$ cat src/rtl/sram_axi_bridge_if.sv
// Purpose: bus bundles for the SRAM-to-AXI bridge: one SRAM-like CPU port and one AXI3 master port.
// Latency: none; these are wiring only.
// Backpressure: SRAM side uses req/addr_ok and data_ok; AXI side uses valid/ready per channel.
//
// sram_if: master = CPU side (drives req/wr/size/wstrb/addr/wdata), slave = bridge side.
// axi_if : master = bridge side (drives AR/AW/W, rready, bready), slave = AXI memory/interconnect.

interface sram_if;
    logic        req;
    logic        wr;
    logic [1:0]  size;
    logic [3:0]  wstrb;
    logic [31:0] addr;
    logic [31:0] wdata;
    logic        addr_ok;
    logic        data_ok;
    logic [31:0] rdata;

    modport master (output req, wr, size, wstrb, addr, wdata,
                    input  addr_ok, data_ok, rdata);
    modport slave  (input  req, wr, size, wstrb, addr, wdata,
                    output addr_ok, data_ok, rdata);
endinterface

interface axi_if;
    logic [3:0]  arid;
    logic [31:0] araddr;
    logic [7:0]  arlen;
    logic [2:0]  arsize;
    logic [1:0]  arburst;
    logic [1:0]  arlock;
    logic [3:0]  arcache;
    logic [2:0]  arprot;
    logic        arvalid;
    logic        arready;
    logic [3:0]  rid;
    logic [31:0] rdata;
    logic [1:0]  rresp;
    logic        rlast;
    logic        rvalid;
    logic        rready;
    logic [3:0]  awid;
    logic [31:0] awaddr;
    logic [7:0]  awlen;
    logic [2:0]  awsize;
    logic [1:0]  awburst;
    logic [1:0]  awlock;
    logic [3:0]  awcache;
    logic [2:0]  awprot;
    logic        awvalid;
    logic        awready;
    logic [3:0]  wid;
    logic [31:0] wdata;
    logic [3:0]  wstrb;
    logic        wlast;
    logic        wvalid;
    logic        wready;
    logic [3:0]  bid;
    logic [1:0]  bresp;
    logic        bvalid;
    logic        bready;

    modport master (output arid, araddr, arlen, arsize, arburst, arlock, arcache, arprot, arvalid,
                    input  arready,
                    input  rid, rdata, rresp, rlast, rvalid,
                    output rready,
                    output awid, awaddr, awlen, awsize, awburst, awlock, awcache, awprot, awvalid,
                    input  awready,
                    output wid, wdata, wstrb, wlast, wvalid,
                    input  wready,
                    input  bid, bresp, bvalid,
                    output bready);
    modport slave  (input  arid, araddr, arlen, arsize, arburst, arlock, arcache, arprot, arvalid,
                    output arready,
                    output rid, rdata, rresp, rlast, rvalid,
                    input  rready,
                    input  awid, awaddr, awlen, awsize, awburst, awlock, awcache, awprot, awvalid,
                    output awready,
                    input  wid, wdata, wstrb, wlast, wvalid,
                    output wready,
                    output bid, bresp, bvalid,
                    input  bready);
endinterface

$ cat src/rtl/sram_axi_bridge.sv
// Purpose: merges the CPU inst (read-only) and data (read/write) SRAM ports into one AXI3 master.
// Latency: zero-wait read is 3 cycles (addr_ok c0, arvalid c1, data_ok c2); write likewise.
// Backpressure: one read and one write in flight; further requests see addr_ok=0 until the FSM idles.
//
// Ports: clk, reset (async, active-high); inst/data: sram_if.slave; axi: axi_if.master.

module sram_axi_bridge (
    input  logic   clk,
    input  logic   reset,
    sram_if.slave  inst,
    sram_if.slave  data,
    axi_if.master  axi
);
    typedef enum logic [1:0] {R_IDLE, R_AR, R_R} r_state_e;
    typedef enum logic [1:0] {W_IDLE, W_REQ, W_B} w_state_e;

    r_state_e    r_state_q, r_state_d;
    w_state_e    w_state_q, w_state_d;
    logic        arvalid_q, arvalid_d;
    logic        rready_q,  rready_d;
    logic [31:0] araddr_q,  araddr_d;
    logic [1:0]  arsize_q,  arsize_d;
    logic        arid_q,    arid_d;     // 0 = inst port, 1 = data port
    logic        awvalid_q, awvalid_d;
    logic        wvalid_q,  wvalid_d;
    logic        bready_q,  bready_d;
    logic [31:0] awaddr_q,  awaddr_d;
    logic [1:0]  awsize_q,  awsize_d;
    logic [3:0]  wstrb_q,   wstrb_d;
    logic [31:0] wdata_q,   wdata_d;

    logic w_busy;
    logic data_rd_gnt;
    logic inst_gnt;
    logic inst_hazard;
    logic data_wr_acc;

    always_comb begin
        r_state_d = r_state_q;
        w_state_d = w_state_q;
        arvalid_d = arvalid_q;
        rready_d  = rready_q;
        araddr_d  = araddr_q;
        arsize_d  = arsize_q;
        arid_d    = arid_q;
        awvalid_d = awvalid_q;
        wvalid_d  = wvalid_q;
        bready_d  = bready_q;
        awaddr_d  = awaddr_q;
        awsize_d  = awsize_q;
        wstrb_d   = wstrb_q;
        wdata_d   = wdata_q;

        w_busy      = (w_state_q != W_IDLE);
        // A data read is held off for any pending write: the data port has a single
        // data_ok, so its read and write completions must never coincide. This also
        // covers the same-word hazard for data reads.
        data_rd_gnt = ~reset & (r_state_q == R_IDLE) & data.req & ~data.wr & ~w_busy;
        inst_hazard = w_busy & (inst.addr[31:2] == awaddr_q[31:2]);
        inst_gnt    = ~reset & (r_state_q == R_IDLE) & inst.req & ~data_rd_gnt & ~inst_hazard;
        data_wr_acc = ~reset & data.req & data.wr & ~w_busy;

        case (r_state_q)
            R_IDLE: begin
                if (data_rd_gnt || inst_gnt) begin
                    r_state_d = R_AR;
                    arvalid_d = 1'b1;
                    araddr_d  = data_rd_gnt ? data.addr : inst.addr;
                    arsize_d  = data_rd_gnt ? data.size : inst.size;
                    arid_d    = data_rd_gnt;
                end
            end
            R_AR: begin
                if (axi.arready) begin
                    arvalid_d = 1'b0;
                    rready_d  = 1'b1;
                    r_state_d = R_R;
                end
            end
            R_R: begin
                if (axi.rvalid) begin
                    rready_d  = 1'b0;
                    r_state_d = R_IDLE;
                end
            end
            default: r_state_d = R_IDLE;
        endcase

        case (w_state_q)
            W_IDLE: begin
                if (data_wr_acc) begin
                    w_state_d = W_REQ;
                    awvalid_d = 1'b1;
                    wvalid_d  = 1'b1;
                    awaddr_d  = data.addr;
                    awsize_d  = data.size;
                    wstrb_d   = data.wstrb;
                    wdata_d   = data.wdata;
                end
            end
            W_REQ: begin
                // AW and W complete independently; move on once both have handshaken.
                if (axi.awready) awvalid_d = 1'b0;
                if (axi.wready)  wvalid_d  = 1'b0;
                if (!awvalid_d && !wvalid_d) begin
                    bready_d  = 1'b1;
                    w_state_d = W_B;
                end
            end
            W_B: begin
                if (axi.bvalid) begin
                    bready_d  = 1'b0;
                    w_state_d = W_IDLE;
                end
            end
            default: w_state_d = W_IDLE;
        endcase
    end

    always_ff @(posedge clk or posedge reset) begin
        if (reset) begin
            r_state_q <= R_IDLE;
            w_state_q <= W_IDLE;
            arvalid_q <= 1'b0;
            rready_q  <= 1'b0;
            araddr_q  <= 32'd0;
            arsize_q  <= 2'd0;
            arid_q    <= 1'b0;
            awvalid_q <= 1'b0;
            wvalid_q  <= 1'b0;
            bready_q  <= 1'b0;
            awaddr_q  <= 32'd0;
            awsize_q  <= 2'd0;
            wstrb_q   <= 4'd0;
            wdata_q   <= 32'd0;
        end else begin
            r_state_q <= r_state_d;
            w_state_q <= w_state_d;
            arvalid_q <= arvalid_d;
            rready_q  <= rready_d;
            araddr_q  <= araddr_d;
            arsize_q  <= arsize_d;
            arid_q    <= arid_d;
            awvalid_q <= awvalid_d;
            wvalid_q  <= wvalid_d;
            bready_q  <= bready_d;
            awaddr_q  <= awaddr_d;
            awsize_q  <= awsize_d;
            wstrb_q   <= wstrb_d;
            wdata_q   <= wdata_d;
        end
    end

    assign inst.addr_ok = inst_gnt;
    assign data.addr_ok = data_rd_gnt | data_wr_acc;
    assign inst.data_ok = axi.rvalid & rready_q & ~arid_q;
    assign data.data_ok = (axi.rvalid & rready_q & arid_q) | (axi.bvalid & bready_q);
    assign inst.rdata   = axi.rdata;
    assign data.rdata   = axi.rdata;

    assign axi.arid    = {3'b000, arid_q};
    assign axi.araddr  = araddr_q;
    assign axi.arlen   = 8'd0;
    assign axi.arsize  = {1'b0, arsize_q};
    assign axi.arburst = 2'b01;
    assign axi.arlock  = 2'b00;
    assign axi.arcache = 4'd0;
    assign axi.arprot  = 3'd0;
    assign axi.arvalid = arvalid_q;
    assign axi.rready  = rready_q;

    assign axi.awid    = 4'd1;
    assign axi.awaddr  = awaddr_q;
    assign axi.awlen   = 8'd0;
    assign axi.awsize  = {1'b0, awsize_q};
    assign axi.awburst = 2'b01;
    assign axi.awlock  = 2'b00;
    assign axi.awcache = 4'd0;
    assign axi.awprot  = 3'd0;
    assign axi.awvalid = awvalid_q;
    assign axi.wid     = 4'd1;
    assign axi.wdata   = wdata_q;
    assign axi.wstrb   = wstrb_q;
    assign axi.wlast   = 1'b1;
    assign axi.wvalid  = wvalid_q;
    assign axi.bready  = bready_q;

    // Inputs the bridge deliberately ignores (inst port never writes; responses/ids unchecked).
    logic unused_inputs;
    assign unused_inputs = ^{inst.wr, inst.wstrb, inst.wdata, axi.rid, axi.rresp, axi.rlast,
                             axi.bid, axi.bresp};
endmodule

$ cat src/flat_wrapper.sv
// flat-port wrapper written by rule: the top's interface ports become plain ports
module sram_axi_bridge_flat 
  (clk, reset, inst_req, inst_wr, inst_size, inst_wstrb, inst_addr, inst_wdata, inst_addr_ok, inst_data_ok, inst_rdata, data_req, data_wr, data_size, data_wstrb, data_addr, data_wdata, data_addr_ok, data_data_ok, data_rdata, axi_arid, axi_araddr, axi_arlen, axi_arsize, axi_arburst, axi_arlock, axi_arcache, axi_arprot, axi_arvalid, axi_arready, axi_rid, axi_rdata, axi_rresp, axi_rlast, axi_rvalid, axi_rready, axi_awid, axi_awaddr, axi_awlen, axi_awsize, axi_awburst, axi_awlock, axi_awcache, axi_awprot, axi_awvalid, axi_awready, axi_wid, axi_wdata, axi_wstrb, axi_wlast, axi_wvalid, axi_wready, axi_bid, axi_bresp, axi_bvalid, axi_bready);
  sram_if inst_i ();
  sram_if data_i ();
  axi_if axi_i ();
  input  logic clk;
  input  logic reset;
  input wire logic [$bits(inst_i.req)-1:0] inst_req;
  input wire logic [$bits(inst_i.wr)-1:0] inst_wr;
  input wire logic [$bits(inst_i.size)-1:0] inst_size;
  input wire logic [$bits(inst_i.wstrb)-1:0] inst_wstrb;
  input wire logic [$bits(inst_i.addr)-1:0] inst_addr;
  input wire logic [$bits(inst_i.wdata)-1:0] inst_wdata;
  output wire logic [$bits(inst_i.addr_ok)-1:0] inst_addr_ok;
  output wire logic [$bits(inst_i.data_ok)-1:0] inst_data_ok;
  output wire logic [$bits(inst_i.rdata)-1:0] inst_rdata;
  input wire logic [$bits(data_i.req)-1:0] data_req;
  input wire logic [$bits(data_i.wr)-1:0] data_wr;
  input wire logic [$bits(data_i.size)-1:0] data_size;
  input wire logic [$bits(data_i.wstrb)-1:0] data_wstrb;
  input wire logic [$bits(data_i.addr)-1:0] data_addr;
  input wire logic [$bits(data_i.wdata)-1:0] data_wdata;
  output wire logic [$bits(data_i.addr_ok)-1:0] data_addr_ok;
  output wire logic [$bits(data_i.data_ok)-1:0] data_data_ok;
  output wire logic [$bits(data_i.rdata)-1:0] data_rdata;
  output wire logic [$bits(axi_i.arid)-1:0] axi_arid;
  output wire logic [$bits(axi_i.araddr)-1:0] axi_araddr;
  output wire logic [$bits(axi_i.arlen)-1:0] axi_arlen;
  output wire logic [$bits(axi_i.arsize)-1:0] axi_arsize;
  output wire logic [$bits(axi_i.arburst)-1:0] axi_arburst;
  output wire logic [$bits(axi_i.arlock)-1:0] axi_arlock;
  output wire logic [$bits(axi_i.arcache)-1:0] axi_arcache;
  output wire logic [$bits(axi_i.arprot)-1:0] axi_arprot;
  output wire logic [$bits(axi_i.arvalid)-1:0] axi_arvalid;
  input wire logic [$bits(axi_i.arready)-1:0] axi_arready;
  input wire logic [$bits(axi_i.rid)-1:0] axi_rid;
  input wire logic [$bits(axi_i.rdata)-1:0] axi_rdata;
  input wire logic [$bits(axi_i.rresp)-1:0] axi_rresp;
  input wire logic [$bits(axi_i.rlast)-1:0] axi_rlast;
  input wire logic [$bits(axi_i.rvalid)-1:0] axi_rvalid;
  output wire logic [$bits(axi_i.rready)-1:0] axi_rready;
  output wire logic [$bits(axi_i.awid)-1:0] axi_awid;
  output wire logic [$bits(axi_i.awaddr)-1:0] axi_awaddr;
  output wire logic [$bits(axi_i.awlen)-1:0] axi_awlen;
  output wire logic [$bits(axi_i.awsize)-1:0] axi_awsize;
  output wire logic [$bits(axi_i.awburst)-1:0] axi_awburst;
  output wire logic [$bits(axi_i.awlock)-1:0] axi_awlock;
  output wire logic [$bits(axi_i.awcache)-1:0] axi_awcache;
  output wire logic [$bits(axi_i.awprot)-1:0] axi_awprot;
  output wire logic [$bits(axi_i.awvalid)-1:0] axi_awvalid;
  input wire logic [$bits(axi_i.awready)-1:0] axi_awready;
  output wire logic [$bits(axi_i.wid)-1:0] axi_wid;
  output wire logic [$bits(axi_i.wdata)-1:0] axi_wdata;
  output wire logic [$bits(axi_i.wstrb)-1:0] axi_wstrb;
  output wire logic [$bits(axi_i.wlast)-1:0] axi_wlast;
  output wire logic [$bits(axi_i.wvalid)-1:0] axi_wvalid;
  input wire logic [$bits(axi_i.wready)-1:0] axi_wready;
  input wire logic [$bits(axi_i.bid)-1:0] axi_bid;
  input wire logic [$bits(axi_i.bresp)-1:0] axi_bresp;
  input wire logic [$bits(axi_i.bvalid)-1:0] axi_bvalid;
  output wire logic [$bits(axi_i.bready)-1:0] axi_bready;
  assign inst_i.req = inst_req;
  assign inst_i.wr = inst_wr;
  assign inst_i.size = inst_size;
  assign inst_i.wstrb = inst_wstrb;
  assign inst_i.addr = inst_addr;
  assign inst_i.wdata = inst_wdata;
  assign inst_addr_ok = inst_i.addr_ok;
  assign inst_data_ok = inst_i.data_ok;
  assign inst_rdata = inst_i.rdata;
  assign data_i.req = data_req;
  assign data_i.wr = data_wr;
  assign data_i.size = data_size;
  assign data_i.wstrb = data_wstrb;
  assign data_i.addr = data_addr;
  assign data_i.wdata = data_wdata;
  assign data_addr_ok = data_i.addr_ok;
  assign data_data_ok = data_i.data_ok;
  assign data_rdata = data_i.rdata;
  assign axi_arid = axi_i.arid;
  assign axi_araddr = axi_i.araddr;
  assign axi_arlen = axi_i.arlen;
  assign axi_arsize = axi_i.arsize;
  assign axi_arburst = axi_i.arburst;
  assign axi_arlock = axi_i.arlock;
  assign axi_arcache = axi_i.arcache;
  assign axi_arprot = axi_i.arprot;
  assign axi_arvalid = axi_i.arvalid;
  assign axi_i.arready = axi_arready;
  assign axi_i.rid = axi_rid;
  assign axi_i.rdata = axi_rdata;
  assign axi_i.rresp = axi_rresp;
  assign axi_i.rlast = axi_rlast;
  assign axi_i.rvalid = axi_rvalid;
  assign axi_rready = axi_i.rready;
  assign axi_awid = axi_i.awid;
  assign axi_awaddr = axi_i.awaddr;
  assign axi_awlen = axi_i.awlen;
  assign axi_awsize = axi_i.awsize;
  assign axi_awburst = axi_i.awburst;
  assign axi_awlock = axi_i.awlock;
  assign axi_awcache = axi_i.awcache;
  assign axi_awprot = axi_i.awprot;
  assign axi_awvalid = axi_i.awvalid;
  assign axi_i.awready = axi_awready;
  assign axi_wid = axi_i.wid;
  assign axi_wdata = axi_i.wdata;
  assign axi_wstrb = axi_i.wstrb;
  assign axi_wlast = axi_i.wlast;
  assign axi_wvalid = axi_i.wvalid;
  assign axi_i.wready = axi_wready;
  assign axi_i.bid = axi_bid;
  assign axi_i.bresp = axi_bresp;
  assign axi_i.bvalid = axi_bvalid;
  assign axi_bready = axi_i.bready;
  sram_axi_bridge u_core (.clk(clk), .reset(reset), .inst(inst_i), .data(data_i), .axi(axi_i));
endmodule
$ cat config.mk
export PLATFORM = sky130hd
export DESIGN_NAME = sram_axi_bridge_flat
export DESIGN_NICKNAME = d
export VERILOG_FILES = /design/src/rtl/sram_axi_bridge_if.sv /design/src/rtl/sram_axi_bridge.sv /design/src/flat_wrapper.sv
export SDC_FILE = /design/constraint.sdc
export NUM_CORES = 1
export LEC_CHECK = 0
export CAP_MARGIN = 20
export CORE_AREA = 3 3 167 169
export CTS_CLUSTER_SIZE = 14
export DETAILED_ROUTE_END_ITERATION = 8
export DIE_AREA = 0 0 170 172
export PLACE_DENSITY = 0.59
export SLEW_MARGIN = 40
export SYNTH_ARGS = -nofsm -noshare
export SYNTH_HDL_FRONTEND = slang
export SYNTH_SLANG_ARGS = --single-unit
$ cat constraint.sdc
create_clock -name clk -period 8.7 [get_ports clk]
set_clock_uncertainty 0.1 [all_clocks]
set_input_delay 1.74 -clock clk [delete_from_list [all_inputs] [get_ports clk]]
set_output_delay 1.74 -clock clk [all_outputs]
set_load 0.05 [all_outputs]
==> flow_metrics.tcl, run 1 <==
set metrics [dict create \
    outcome "complete, no violations" \
    num_rows 60 \
    wl_per_cell_um 17.08 \
    core_um2 26730 \
    antenna_found_initial 0 \
    holdWs_ns 0.4040 \
    cts_root_buf "clkbuf_16" \
    synth_adder_area_share_pct 0 \
    max_slew.worst_pin.slew_ns 0.7988 \
    endpoint_kind "output port" \
    setup_viol 0 \
    synth_compound_area_share_pct 4.181 \
    synth_xor_area_share_pct 4.480 \
    ff2ff_setup_slack_ns 5.58 \
    preCtsSetupSlack_ns 2.507 \
    yosys_warnings 0 \
    fin_tns_setup_ns 0 \
    cts_setup_buffers 0 \
    fin_ws_ns 2.390 \
    clock_sinks 114 \
    r2r-start "u_core.axi.awaddr[2]$_DFFE_PP0P_" \
    path_clk_slew_ns 0.06 \
    start_util_pct 21.95 \
    ctsResizeCount 0 \
    period_minus_slack_ns 6.310 \
    syn_area_per_cell_um2 11.52 \
    grt_max_degree 73 \
    grt-ovfl-total 0 \
    slew_headroom_pct 46.26 \
    r2r_cells 6 \
    cp_max_fo 2 \
    worstPathArrival_ns 4.47 \
    fillers 2765 \
    drc 0 \
    io_buffers 227 \
    pin_count 426 \
    drtAntennaViolNets 0 \
    worst_ir_drop_vdd_v 0.0001704 \
    htree_levels 4 \
    r2r_end "u_core.r_state_q[0]$_DFFE_PP0P_" \
    vias 4067 \
    utilization_pct 31.52 \
    clk-insertion-delay-late_ns 0.41 \
    synth-seq-cells 114 \
    antenna_cells 0 \
    hold_start "u_core.axi.wdata[24]$_DFFE_PP0P_" \
    synth_cells 509 \
    synth_mux_area_share_pct 19.24 \
    dieHeight_um 172 \
    finalHoldViolCount 0 \
    synth-simple-area-share_pct 5.674 \
    clk_path_buf_depth 2 \
    dieArea_um2 29240 \
    grt_pass1_wl_mm 25.77 \
    drive_gt1_share_pct 16.86 \
    ctsHoldBuffers 0 \
    numCtsBuffers 17 \
    die_x_um 170 \
    crit_path_start_kind "primary input" \
    fin_area_um2 8423 \
    grt_pass1_vias 4317 \
    hold_depth 1 \
    slew_viol_final 0 \
    leakagePower_nw 3.722 \
    yosysUniqueCellTypes 29 \
    clock.fmax_mhz 158.5 \
    syn_area_um2 5866 \
    wl_mm 17.58 \
    maxCapViolations 0 \
    vias_per_cell 3.952 \
    synth_top_family_by_area "multiplexers" \
    syn2layout_area_growth_pct 43.60 \
    hold_class "reg -> reg" \
    gr-usage-all-layers_pct 11.84 \
    p_per_area_nw_per_um2 445.5 \
    first_pass_iters 4 \
    finalCritPeriodShare_pct 72.53 \
    rsz0062_at_grt "false" \
    ys_seq_area_share_pct 48.63 \
    cts_tree "built" \
    dpl.hpwl_mm 12.67 \
    cp_data_required_time_ns 6.86 \
    final_nets 871 \
    dpl-instance-area_um2 7804 \
    finalWeightedCongestion 0.7146 \
    crit_type "in -> out" \
    first_iter_violations 100 \
    hold-path-endpoint "u_core.axi.wdata[24]$_DFFE_PP0P_" \
]
-- cells in the mapped netlist --
cell,n,area share [%]
a21oi_1,36,3.1
a22oi_1,2,0.26
and2b_1,1,0.13
buf_12,3,1.0
buf_2,6,0.51
buf_4,117,15
buf_6,1,0.19
clkbuf_1,9,0.58
conb_1,2,0.13
dfrtp_1,114,49
inv_1,6,0.38
mux2_2,70,13
mux2i_1,34,5.8
nand2_1,13,0.83
nand3_1,1,0.085
nand4_1,3,0.32
nor2_1,41,2.6
nor2_2,1,0.11
nor2b_1,1,0.11
nor3_1,2,0.17
nor4_1,3,0.32
nor4_2,4,0.85
o211a_1,1,0.17
o21ai_0,3,0.26
o21ai_1,2,0.17
o22ai_1,1,0.11
o311ai_0,1,0.15
or2b_1,1,0.13
xor2_1,30,4.5
-- cells in the final DEF (no fill, tap or decap), types with 3 or more instances in the layout --
master,count
nand4_1,3
mux2_2,70
nand2_1,12
a21oi_1,36
clkdlybuf4s50_1,227
conb_1,52
xor2_1,30
buf_4,4
inv_6,5
dfrtp_1,114
inv_1,5
bufinv_16,3
nor4_1,3
clkbuf_16,17
mux2i_1,34
nor2_1,41
o21ai_0,3
nor4_2,4
-- critical path, cell delays in order --
cell and delay [ns]:
clkdlybuf4s50_1 0.46, xor2_1 0.20, nor4_1 0.72, nand4_1 0.33
o21ai_4 0.23, inv_1 0.09, clkdlybuf4s50_1 0.71
-- sequential cells by signal (all words and copies together) (netlist names) --
name / count
u_core.axi.awaddr: 32
u_core.r_state_q: 2
u_core.axi.bready: 1
u_core.axi.awvalid: 1
u_core.axi.wdata: 32
u_core.axi.araddr: 32
u_core.arsize_q: 2
u_core.arid_q: 1
u_core.axi.wvalid: 1
u_core.axi.arvalid: 1
u_core.w_state_q: 2
u_core.awsize_q: 2
u_core.axi.rready: 1
u_core.axi.wstrb: 4
-- worst max-delay path by stage --
stage	start	end	slack (ns)
4_1_cts	inst_addr[2]	inst_addr_ok	2.49
3_3_place_gp	inst_addr[30]	inst_addr_ok	2.52
6_report	inst_addr[2]	inst_addr_ok	2.39
5_1_grt	inst_addr[2]	inst_addr_ok	2.42
3_5_place_dp	inst_addr[2]	inst_addr_ok	2.51
2_1_floorplan	reset	data_addr_ok	1.61
-- layout make-up --
| cell class | instances | area, um2 | share of cell area, % |
|---|---|---|---|
| flip-flops and latches | 114 | 2853 | 33.87 |
| repair buffers | 233 | 2325 | 27.60 |
| well taps | 341 | 426.7 | 5.065 |
| inverters | 6 | 25.02 | 0.2971 |
| clock buffers | 18 | 439.2 | 5.214 |
| multi-input cells | 303 | 2178 | 25.86 |
| clock inverters | 14 | 176.4 | 2.094 |
-- metrics by stage --
stage          cells  power (mW)
5_1_grt         1029       3.945
6_report        1029       3.752
4_1_cts         1029       3.814
3_5_place_dp     997       3.044
2_1_floorplan    559       2.399
3_3_place_gp     997       3.028
-- cells by family (layout without fill, tap and decap cells) --
family / count (synthesis) / after routing
flip-flops: 114 / 114
XOR/XNOR: 30 / 30
multiplexers: 104 / 104
AO/OA/AOI/OAI: 46 / 46
AND/OR/NAND/NOR: 71 / 71
other: 2 / 52
buffers and inverters: 142 / 271
-- metal layers --
layer  vias up  global-route usage, %  part of all wire [%]
li1       1876                      -                     -
met1      1963                  13.43                    40
met2       189                  19.75                    48
met3        39                  5.373                   9.0
met4         0                  4.339                   2.4
met5         -                      0                     0
-- report_power, final --
group	switching [mW]	internal (mW)
logic	1.34	0.711
clock network	0.279	0.463
registers	0.171	0.790
total	1.79	1.96
Power figures use the tool's default switching activity.
==> inputs of run 2 (changes only) <==
CORE_AREA = 3 3 166 168   (was 3 3 167 169)
DIE_AREA = 0 0 169 171   (was 0 0 170 172)
PLACE_DENSITY = 0.62   (was 0.59)
clock period = 5.8 ns   (was 8.7 ns; I/O delays follow)
==> run 2 against run 1 <==
  * Die area is 1.2% lower
  * Setup slack got worse by 1.6 ns
  * Power up 52%
  * Combinational power up 49%
  * Cell area up 0.62%
  * Global-route usage shrank 0.060 points
  * Non-clock buffer count decreased by 1
  * First-iteration DRC count is 48% higher
  * Final cell count shrank 0.68%
  * Critical path depth stayed put
  * Critical endpoint unchanged
  * Largest cell class unchanged
  * Highest routed layer unchanged
==> flow_metrics.tcl, run 2 (synthesis results as in run 1) <==
set metrics [dict create \
    outcome "complete, no violations" \
    dieHeight_um 171 \
    regArea_um2 2853 \
    wl_mm 17.22 \
    setup_viol 0 \
    mostFrequentLayoutCell "clkdlybuf4s50_1" \
    utilization_pct 32.53 \
    p_per_area_nw_per_um2 673.6 \
    grt_pass1_wl_mm 25.61 \
    path_clk_slew_ns 0.05 \
    met2_usage_pct 20.09 \
    period_minus_slack_ns 4.970 \
    grt_util_met1_pct 13.29 \
    numCtsBuffers 17 \
    maxCapViolations 0 \
    core_um2 26060 \
    vias_per_cell 3.889 \
    gr-usage-all-layers_pct 11.78 \
    fin_ws_ns 0.8305 \
    endpoint_kind "output port" \
    finalCritPeriodShare_pct 85.68 \
    clock_sinks 114 \
    cts_root_buf "clkbuf_16" \
    cts_setup_buffers 0 \
    fin_tns_setup_ns 0 \
    antenna_found_initial 0 \
    worstPathArrival_ns 3.71 \
    start_util_pct 22.51 \
    fillers 2661 \
    crit_type "in -> out" \
    holdWs_ns 0.3928 \
    first_pass_iters 4 \
    cp_max_fo 2 \
    slew_headroom_pct 48.00 \
    syn2layout_area_growth_pct 44.50 \
    met3_usage_pct 4.367 \
    grt_max_degree 74 \
    num_rows 59 \
    drc 0 \
    clock.fmax_mhz 201.2 \
    top_usage_layer "met2" \
    multi_input_area_um2 2183 \
    crit_path_start_kind "primary input" \
    io_buffers 227 \
    clk-insertion-delay-late_ns 0.41 \
    dieArea_um2 28900 \
    drtAntennaViolNets 0 \
    ctsResizeCount 0 \
    grt_pass1_vias 4304 \
    pin_count 426 \
    leakagePower_nw 3.748 \
    htree_levels 4 \
    preCtsSetupSlack_ns 0.7988 \
    wl_per_cell_um 16.85 \
    finalWeightedCongestion 0.7132 \
    grt-ovfl-total 0 \
    vias 3975 \
    ctsHoldBuffers 0 \
    final_nets 870 \
    slew_viol_final 0 \
    drive_gt1_share_pct 16.89 \
    max_slew.worst_pin.slew_ns 0.7800 \
    hold_class "reg -> reg" \
    cp_data_required_time_ns 4.54 \
    clk_path_buf_depth 2 \
    first_iter_violations 148 \
    cts_tree "built" \
    layout_common_cells "clkdlybuf4s50_1 (226), dfrtp_1 (114), mux2_2 (70)" \
    dpl.hpwl_mm 12.52 \
    die_x_um 169 \
    worst_ir_drop_vdd_v 0.0002974 \
    rsz0062_at_grt "false" \
    antenna_cells 0 \
    finalHoldViolCount 0 \
]
## run 2: changes by cell type in the layout (fill, tap and decap cells not counted)
cell	previous run	this run
inv_6	5	1
clkbuf_8	1	4
bufinv_16	3	5
clkinv_2	2	0
clkinvlp_4	2	4
clkdlybuf4s50_1	227	226
inv_4	1	0
nand2_2	1	0
nand2_4	0	1
## run 2: cell type report
type                    instances  area share (%)
multi-input cells             303           25.76
well taps                     335           4.945
clock inverters                11           2.347
flip-flops and latches        114           33.66
inverters                       6          0.3100
repair buffers                232           27.31
clock buffers                  21           5.669
## run 2: metal layers
| metal | wire, um | vias to the layer above |
|---|---|---|
| li1 | - | 1869 |
| met1 | 6686 | 1901 |
| met2 | 8539 | 173 |
| met3 | 1509 | 32 |
| met4 | 484 | 0 |
| met5 | 0 | - |
## run 2: where the power goes
group	internal, mW	total, mW	switching (mW)
clock network	0.812	1.21	0.399
logic	1.07	3.06	2.00
registers	1.18	1.43	0.250
## run 2: worst paths after layout
check | from | endpoint | slack (ns) | cells past startpoint
worst max-delay path | inst_addr[2] | inst_addr_ok | 0.83 | 7
worst min-delay path | u_core.axi.arvalid$_DFFE_PP0P_ | u_core.axi.arvalid$_DFFE_PP0P_ | 0.39 | 2
worst max register to register | u_core.axi.awaddr[2]$_DFFE_PP0P_ | u_core.axi.araddr[20]$_DFFE_PP0P_ | 2.89 | 7
worst min register to register | u_core.axi.arvalid$_DFFE_PP0P_ | u_core.axi.arvalid$_DFFE_PP0P_ | 0.39 | 2
max in group asynchronous | reset | u_core.axi.wdata[10]$_DFFE_PP0P_ | 3.28 | 4
min in group asynchronous | reset | u_core.axi.arvalid$_DFFE_PP0P_ | 1.26 | 3
## run 2: critical path, stage by stage
cell and delay [ns]:
clkdlybuf4s50_1 0.44, xor2_1 0.19, nor4_1 0.60, nand4_1 0.30
o21ai_4 0.21, inv_1 0.10, clkdlybuf4s50_1 0.71
## run 2: metrics by stage
stage          cell area [um2]  cells  total power [mW]
5_1_grt                   8476   1022             6.008
3_5_place_dp              7796    990             4.557
6_report                  8476   1022             5.709
2_1_floorplan             6057    559             3.599
4_1_cts                   8476   1022             5.816
3_3_place_gp              7789    990             4.531
==> inputs of run 3 (changes only) <==
SLEW_MARGIN = not set   (was 40)
==> run 3 against run 2 <==
  * Power is essentially flat
  * First-iteration DRC count fell by 18%
  * Count of clock-buffer cells in the layout unchanged
  * Global-route usage hardly changed
  * Clock power about the same
  * Worst hold slack about the same
==> flow_metrics.tcl, run 3 (synthesis results as in run 1) <==
set metrics [dict create \
    outcome "complete, no violations" \
    die_x_um 169 \
    path_clk_slew_ns 0.05 \
    dpl.hpwl_mm 12.54 \
    r2r_end "u_core.axi.araddr[20]$_DFFE_PP0P_" \
    cts_tree "built" \
    setup_viol 0 \
    first_iter_violations 121 \
    vias 3992 \
    slew_headroom_pct 29.52 \
    wl_mm 17.28 \
    crit_type "in -> out" \
    p_per_area_nw_per_um2 674.1 \
    max_slew.worst_pin.slew_ns 1.057 \
    cts_root_buf "clkbuf_16" \
    hold_class "reg -> reg" \
    num_rows 59 \
    htree_levels 4 \
    clock.fmax_mhz 203.7 \
    leakagePower_nw 3.745 \
    fin_tns_setup_ns 0 \
    crit_path_start_kind "primary input" \
    dieArea_um2 28900 \
    hold_depth 2 \
    regArea_um2 2853 \
    hold-path-endpoint "u_core.axi.arvalid$_DFFE_PP0P_" \
    rsz0062_at_grt "false" \
    grt_max_degree 74 \
    final_nets 870 \
    ctsResizeCount 0 \
    layout_common_cells "clkdlybuf4s50_1 (226), dfrtp_1 (114), mux2_2 (70)" \
    crit_path_frequent_cell "clkdlybuf4s50_1" \
    fillers 2665 \
    dieHeight_um 171 \
    ctsHoldBuffers 0 \
    finalHoldViolCount 0 \
    crit_chain "clkdlybuf4s50_1 > xor2_1 > nor4_1 > nand4_1 > o21ai_4 > inv_1 > clkdlybuf4s50_1" \
    worst_ir_drop_vdd_v 0.0002902 \
    gr-usage-all-layers_pct 11.81 \
    clk-insertion-delay-late_ns 0.41 \
    first_pass_iters 4 \
    wl_per_cell_um 16.91 \
    worstPathArrival_ns 3.65 \
    drtAntennaViolNets 0 \
    r2r-start "u_core.axi.awaddr[30]$_DFFE_PP0P_" \
    grt_pass1_wl_mm 25.56 \
    cp_max_fo 2 \
    utilization_pct 32.50 \
    drive_gt1_share_pct 16.89 \
    clock_sinks 114 \
    cts_setup_buffers 0 \
    slowest_delay_ns 0.71 \
    grt-ovfl-total 0 \
    r2r_cells 7 \
    drc 0 \
    syn2layout_area_growth_pct 44.37 \
    period_minus_slack_ns 4.910 \
    numCtsBuffers 17 \
    start_util_pct 22.51 \
    finalCritPeriodShare_pct 84.65 \
    vias_per_cell 3.906 \
    antenna_cells 0 \
    finalWeightedCongestion 0.7132 \
    clk_path_buf_depth 2 \
    io_buffers 227 \
    pin_count 426 \
    slew_viol_final 0 \
    multi_input_area_um2 2183 \
    hold_start "u_core.axi.arvalid$_DFFE_PP0P_" \
    maxCapViolations 0 \
    critPathSlowestCell "clkdlybuf4s50_1" \
    antenna_found_initial 0 \
    cp_data_required_time_ns 4.54 \
    mostFrequentLayoutCell "clkdlybuf4s50_1" \
    core_um2 26060 \
    ff2ff_setup_slack_ns 2.91 \
    grt_pass1_vias 4263 \
    endpoint_kind "output port" \
]
## run 3: per-layer routing
layer | wire (um) | share of wire (%) | vias to the layer above | track usage (%)
li1 | - | - | 1871 | -
met1 | 6630 | 38 | 1909 | 13.09
met2 | 8494 | 49 | 180 | 20.00
met3 | 1660 | 9.6 | 32 | 4.806
met4 | 496 | 2.9 | 0 | 5.293
met5 | 0 | 0 | - | 0
## run 3: worst max-delay path, delay by kind of cell
family	cells	cell delay, ns
buffers and inverters	3	1.25
and+or+nand+nor	2	0.84
AOI/OAI and AO/OA	1	0.21
xor gates and xnor gates	1	0.20
## run 3: cell type report
type | count | share of cell area, %
Multi-Input combinational cell | 303 | 25.78
Tap cell | 335 | 4.950
Inverter | 6 | 0.3103
Clock buffer | 21 | 5.674
Timing Repair Buffer | 232 | 27.25
Sequential cell | 114 | 33.69
Clock inverter | 11 | 2.349
## run 3: worst max-delay path by stage
stage,from,endpoint,slack (ns),depth (start not counted)
global placement,inst_addr[30],inst_addr_ok,0.80,7
finish,inst_addr[2],inst_addr_ok,0.89,7
floorplan,reset,data_addr_ok,0.62,5
CTS,inst_addr[2],inst_addr_ok,0.78,7
detailed placement,inst_addr[2],inst_addr_ok,0.80,7
global route,inst_addr[2],inst_addr_ok,0.72,7
## run 3: through the flow
step / area, um2 / hold WS [ns] / total power, mW / setup slack, ns / std cells
CTS: 8468 / 0.4021 / 5.817 / 0.7783 / 1022
detailed placement: 7789 / 0.3866 / 4.556 / 0.7973 / 990
global placement: 7789 / 0.3801 / 4.531 / 0.7954 / 990
finish: 8468 / 0.3924 / 5.709 / 0.8902 / 1022
floorplan: 6057 / 0.4059 / 3.599 / 0.6170 / 559
global route: 8468 / 0.4157 / 6.006 / 0.7192 / 1022
## run 3: power by group
part	internal (mW)	switching, mW	total (mW)
Sequential	1.18	0.250	1.43
Clock	0.812	0.402	1.21
Combinational	1.07	1.99	3.06
